<file path="config.mk">
export PLATFORM = sky130hd
export DESIGN_NAME = bus_arbiter
export DESIGN_NICKNAME = d
export VERILOG_FILES = /design/src/rtl/bus_arbiter.sv
export SDC_FILE = /design/constraint.sdc
export NUM_CORES = 1
export LEC_CHECK = 0
export ABC_CLOCK_PERIOD_IN_PS = 1900
export BUFFER_PORTS_ARGS = -buffer_cell sky130_fd_sc_hd__buf_2
export CAP_MARGIN = 30
export CORE_AREA = 2 2 157 159
export DETAILED_ROUTE_END_ITERATION = 12
export DIE_AREA = 0 0 159 161
export GPL_TIMING_DRIVEN = 0
export HOLD_SLACK_MARGIN = 0.06
export PLACE_DENSITY_LB_ADDON = 0.12
export SLEW_MARGIN = 10
export SYNTH_ARGS = -nofsm -noshare
export SYNTH_HDL_FRONTEND = slang
export SYNTH_SLANG_ARGS = --single-unit
</file>
<file path="constraint.sdc">
create_clock -name clk -period 1.9 [get_ports clk]
set_input_delay 0.19 -clock clk [delete_from_list [all_inputs] [get_ports clk]]
set_output_delay 0.19 -clock clk [all_outputs]
set_load 0.02 [all_outputs]
</file>
<file path="src/rtl/bus_arbiter.sv">
// Round-robin arbiter multiplexing N_MASTERS bus masters onto one slave port.
// Grants combinationally in the request cycle; holds ownership across slave stalls and locked bursts.
module bus_arbiter #(
    parameter int N_MASTERS  = 2,
    parameter int ADDR_WIDTH = 32,
    parameter int DATA_WIDTH = 32
) (
    input  logic                              clk,
    input  logic                              rst,
    input  logic [N_MASTERS*ADDR_WIDTH-1:0]   m_address,
    input  logic [N_MASTERS-1:0]              m_read,
    input  logic [N_MASTERS-1:0]              m_write,
    input  logic [N_MASTERS*DATA_WIDTH-1:0]   m_data_wr,
    input  logic [N_MASTERS*DATA_WIDTH/8-1:0] m_mask,
    input  logic [N_MASTERS-1:0]              m_lock,
    output logic [N_MASTERS-1:0]              m_stall,
    output logic [N_MASTERS*DATA_WIDTH-1:0]   m_data_rd,
    output logic [N_MASTERS*DATA_WIDTH-1:0]   m_data_rd_2,
    output logic [ADDR_WIDTH-1:0]             s_address,
    output logic                              s_read,
    output logic                              s_write,
    output logic [DATA_WIDTH-1:0]             s_data_wr,
    output logic [DATA_WIDTH/8-1:0]           s_mask,
    input  logic                              s_stall,
    input  logic [DATA_WIDTH-1:0]             s_data_rd,
    input  logic [DATA_WIDTH-1:0]             s_data_rd_2,
    output logic [N_MASTERS-1:0]              grant
);

    // state  | meaning
    // IDLE   | no owner; arbitrate among requesters starting at rr
    // BUSY   | owner registered, slave stalling its transaction
    // LOCKED | owner keeps the bus between transactions while m_lock is high

    localparam int MASK_WIDTH = DATA_WIDTH / 8;
    localparam int IDX_W      = (N_MASTERS > 1) ? $clog2(N_MASTERS) : 1;

    typedef enum logic [1:0] {
        IDLE   = 2'd0,
        BUSY   = 2'd1,
        LOCKED = 2'd2
    } state_t;

    state_t             state;
    logic [IDX_W-1:0]   owner;
    logic [IDX_W-1:0]   rr;

    logic [N_MASTERS-1:0] req;
    logic                 any_req;
    logic [IDX_W-1:0]     winner;
    logic [IDX_W-1:0]     cur_owner;
    logic                 granted;
    logic                 active;
    int                   scan_idx;
    int                   owner_i;

    function automatic logic [IDX_W-1:0] next_idx(input logic [IDX_W-1:0] i);
        if (i == IDX_W'(N_MASTERS - 1))
            return '0;
        return i + 1'b1;
    endfunction

    assign req     = m_read | m_write;
    assign any_req = |req;

    // Scan downward so the last hit is the first requester at or after rr.
    always_comb begin
        winner   = rr;
        scan_idx = 0;
        for (int k = N_MASTERS - 1; k >= 0; k--) begin
            scan_idx = int'(rr) + k;
            if (scan_idx >= N_MASTERS)
                scan_idx = scan_idx - N_MASTERS;
            if (req[scan_idx])
                winner = IDX_W'(scan_idx);
        end
    end

    always_comb begin
        granted   = 1'b0;
        cur_owner = owner;
        if (!rst) begin
            if (state == IDLE) begin
                granted   = any_req;
                cur_owner = winner;
            end else begin
                granted = 1'b1;
            end
        end
    end

    assign owner_i = int'(cur_owner);
    assign active  = granted & req[cur_owner];

    // A locked owner that is idle keeps the grant but puts nothing on the slave port.
    always_comb begin
        grant       = '0;
        m_stall     = req;
        m_data_rd   = '0;
        m_data_rd_2 = '0;
        s_address   = '0;
        s_read      = 1'b0;
        s_write     = 1'b0;
        s_data_wr   = '0;
        s_mask      = '0;
        if (granted) begin
            grant[cur_owner]                            = 1'b1;
            m_stall[cur_owner]                          = active & s_stall;
            m_data_rd[owner_i*DATA_WIDTH +: DATA_WIDTH]   = s_data_rd;
            m_data_rd_2[owner_i*DATA_WIDTH +: DATA_WIDTH] = s_data_rd_2;
        end
        if (active) begin
            s_address = m_address[owner_i*ADDR_WIDTH +: ADDR_WIDTH];
            s_read    = m_read[cur_owner];
            s_write   = m_write[cur_owner];
            s_data_wr = m_data_wr[owner_i*DATA_WIDTH +: DATA_WIDTH];
            s_mask    = m_mask[owner_i*MASK_WIDTH +: MASK_WIDTH];
        end
    end

    always_ff @(posedge clk) begin
        if (rst) begin
            state <= IDLE;
            owner <= '0;
            rr    <= '0;
        end else begin
            case (state)
                IDLE: begin
                    if (any_req) begin
                        if (s_stall) begin
                            state <= BUSY;
                            owner <= winner;
                        end else if (m_lock[winner]) begin
                            state <= LOCKED;
                            owner <= winner;
                        end else begin
                            rr <= next_idx(winner);
                        end
                    end
                end
                BUSY: begin
                    if (!req[owner]) begin
                        state <= IDLE;
                        rr    <= next_idx(owner);
                    end else if (!s_stall) begin
                        if (m_lock[owner]) begin
                            state <= LOCKED;
                        end else begin
                            state <= IDLE;
                            rr    <= next_idx(owner);
                        end
                    end
                end
                LOCKED: begin
                    if (req[owner]) begin
                        if (s_stall) begin
                            state <= BUSY;
                        end else if (!m_lock[owner]) begin
                            state <= IDLE;
                            rr    <= next_idx(owner);
                        end
                    end else if (!m_lock[owner]) begin
                        state <= IDLE;
                        rr    <= next_idx(owner);
                    end
                end
                default: state <= IDLE;
            endcase
        end
    end

endmodule

</file>
==> flow_metrics.py <==
metrics = {
    "timing": {
        "tightest_slew_ns": 0.716,
        "fin_setup_tns_ns": -40.74,
        "fin_worst_skew_ns": 0.00436,
        "finalSetupViolations": 202,
        "setup_ws_ns": -0.300,
        "whs_ns": 0.396,
        "drv_slew": 0,
        "fin_crit_ns": 2.20,
        "hold_viol_final": 0,
        "min_period_over_period": 1.16,
        "fmax_mhz": 455,
        "relSlewSlack": 0.523,
        "rsz0062_at_grt": "yes",
    },
    "detailed_routing": {
        "vias": 4938,
        "viasPerCell": 4.00,
        "drt_iter0_drc": 154,
        "drt-total-wl_mm": 21.0,
        "antenna_left": 0,
        "drc": 0,
        "firstDrtPassIters": 4,
        "post_drt_wl_per_cell_um": 17.1,
    },
    "cts": {
        "clk_latency_ns": 0.23,
        "cts_max_level": 1,
        "cts_hold_buffers": 0,
        "cts_tree": "yes",
        "cts.sinks": 4,
        "cts_root_buf": "clkbuf_16",
        "cts_buffers": 3,
        "clock_path_buffers": 2,
        "path_clk_slew_ns": 0.03,
    },
    "floorplanning": {
        "design.core.area_um2": 24000,
        "num_io_pins": 411,
        "die_area_um2": 25600,
        "die_w_um": 159,
        "row_count": 57,
        "die_h_um": 161,
        "start_util": 0.106,
    },
    "synthesis": {
        "ys_seq_area_frac": 0.0316,
        "syn_area_um2": 2540,
        "netlist-cell-type-count": 39,
        "synthCells": 459,
        "yosys-top-cells-area": "and2_1 (32%), nand2_1 (20%), a21oi_1 (14%)",
        "synth_top_area_frac": 0.321,
        "yosys_register_bits": 4,
        "synth_common_cells": "nand2_1 (138), and2_1 (130), a21oi_1 (72)",
        "synth_nets": 672,
        "synth_area_per_cell_um2": 5.53,
        "synth_most_common_cell": "nand2_1",
        "yosysTopAreaCell": "and2_1",
        "async_reset_ff_frac": 0,
        "synth_edf_count": 0,
        "synth_top_flop_cell": "dfxtp_1",
        "yosys_warnings": 0,
    },
    "layout": {
        "final-seq-area_um2": 86.3,
        "syn_to_final_growth_pct": 211,
        "post-route-util": 0.329,
        "drive_gt1_frac": 0.748,
        "fillCellCount": 2635,
        "fin_nets": 1121,
        "multi_input_area_um2": 3290,
    },
    "placed_design": {
        "place.gp.congestion": 0.803,
        "portBuffers": 409,
        "dpl.hpwl_mm": 16.3,
        "dp_slack_ns": -1.14,
    },
    "global_routing": {
        "grt_max_degree": 11,
        "grt_pass1_wl_mm": 29.4,
        "grt_overflow": 0,
        "antenna_found_initial": 4,
        "grtUsageTotal": 0.145,
        "grt_pass1_vias": 5001,
    },
    "critical_path": {
        "cp-start-kind": "flip-flop",
        "r2r_start": "state[1]$_SDFFE_PP0P_",
        "cp_max_fo": 9,
        "arrival_ns": 2.01,
        "crit_top_cell": "buf_12",
        "r2r_slack_ns": 0.19,
        "critPathLaunch": "state[1]$_SDFFE_PP0P_",
        "endpoint": "s_data_wr[19]",
        "crit_required_ns": 1.71,
        "reg2reg_depth": 8,
        "slowest_delay_ns": 0.32,
        "r2r-end": "state[1]$_SDFFE_PP0P_",
        "cp_slowest_cell": "dfxtp_2",
        "crit_chain": "inv_2 > ha_4 > nor2b_4 > mux2i_4 > buf_12 > buf_12 > buf_16 > nand2_2 > a21oi_4 > buf_6",
        "worstSetupPathType": "reg -> out",
        "worstSetupEndpointType": "output port",
    },
    "power_and_ir_drop": {
        "power_uw": 7790,
        "ir_drop_mv": 0.432,
        "p_leak_uw": 0.00373,
        "p_per_area_nw_per_um2": 988,
    },
    "status": {
        "violations": "negative setup slack",
        "status": "finished, violations left",
    },
    "job": {
        "cap_violations": 0,
    },
    "min_path": {
        "hp-class": "in -> reg",
    },
}
flip-flops by register name, summed over array words and instances, names as in the netlist:
| signal | count |
|---|---|
| state | 2 |
| owner | 1 |
| rr | 1 |
per-layer routing:
| metal | GRT usage | wire length [µm] | up-vias |
|---|---|---|---|
| li1 | - | - | 2389 |
| met1 | 0.148 | 7140 | 2269 |
| met2 | 0.291 | 11500 | 258 |
| met3 | 0.0452 | 1960 | 20 |
| met4 | 0.0260 | 384 | 2 |
| met5 | 0 | 13 | - |
critical path, delay by kind of cell, from the launching register on:
family,cells,cell delay [ns]
AND/OR/NAND/NOR,2,0.28
buffers and inverters,5,0.63
adder cells (fa/ha/maj),1,0.16
AO/OA/AOI/OAI,1,0.12
multiplexers,1,0.27
flip-flops,1,0.32
cell families after synthesis:
family | synth area share
adder cells (fa/ha/maj) | 0.0242
AO/OA/AOI/OAI | 0.236
flip-flops | 0.0316
multiplexers | 0.0261
AND/OR/NAND/NOR | 0.582
buffers and inverters | 0.101
worst min path at each step:
stage                           from                    end  slack (ns)  depth (start not counted)
2_1_floorplan              m_read[0]     owner$_SDFFE_PP0P_        0.45                          3
3_3_place_gp   state[1]$_SDFFE_PP0P_  state[1]$_SDFFE_PP0P_        0.57                          2
3_5_place_dp   state[1]$_SDFFE_PP0P_  state[1]$_SDFFE_PP0P_        0.57                          2
4_1_cts                    m_read[0]     owner$_SDFFE_PP0P_        0.41                          4
5_1_grt                    m_read[0]     owner$_SDFFE_PP0P_        0.46                          4
6_report                   m_read[0]     owner$_SDFFE_PP0P_        0.40                          4
cell type report:
type,count,share of cell area
flip-flops and latches,4,0.0109
inverters,3,0.00175
clock buffers,3,0.00952
repair buffers,446,0.442
plain buffers,41,0.0662
diodes,3,0.000952
well taps,324,0.0514
multi-input cells,409,0.417
cells in the final DEF (no fill, tap or decap), drive strengths merged:
cell	netlist	routed
o21a	1	1
nand2	140	140
a31oi	5	5
o32ai	1	1
nor3	3	3
a22o	1	1
nor2b	4	4
a22oi	1	1
and2	130	130
ha	4	4
mux2i	2	2
or2	1	1
nand3	6	6
o2111a	1	1
diode	0	3
maj3	1	1
o2111ai	1	1
a21oi	74	74
and4	1	1
buf	21	475
nor4	1	1
mux2	3	3
o211ai	3	3
nand2b	3	3
o21ai	7	7
o221ai	2	2
a21o	3	3
clkbuf	22	15
a211oi	1	1
nor2	6	6
a211o	3	3
dfxtp	4	4
inv	3	3
power breakdown:
group	leakage [µW]	internal, µW	total, µW	switching (µW)
Sequential	0.0000343	124	172	48.5
Combinational	0.00366	3550	7280	3740
Clock	0.0000370	269	333	63.8
Total	0.00373	3940	7790	3850
metrics by stage:
step           area [µm²]  instances
3_3_place_gp         5790       1192
6_report             7890       1233
5_1_grt              7890       1233
4_1_cts              6940       1214
3_5_place_dp         5790       1192
2_1_floorplan        3340        459
what timing repair did:
action / in CTS / in global routing
setup buffers: 16 / 10
endpoints found under the hold margin: 0 / 0
resized for setup: 268 / 280
setup endpoints to repair: 204 / 203
gates cloned: 5 / 7
pin swaps: 6 / 10
Power figures use the tool's default switching activity.
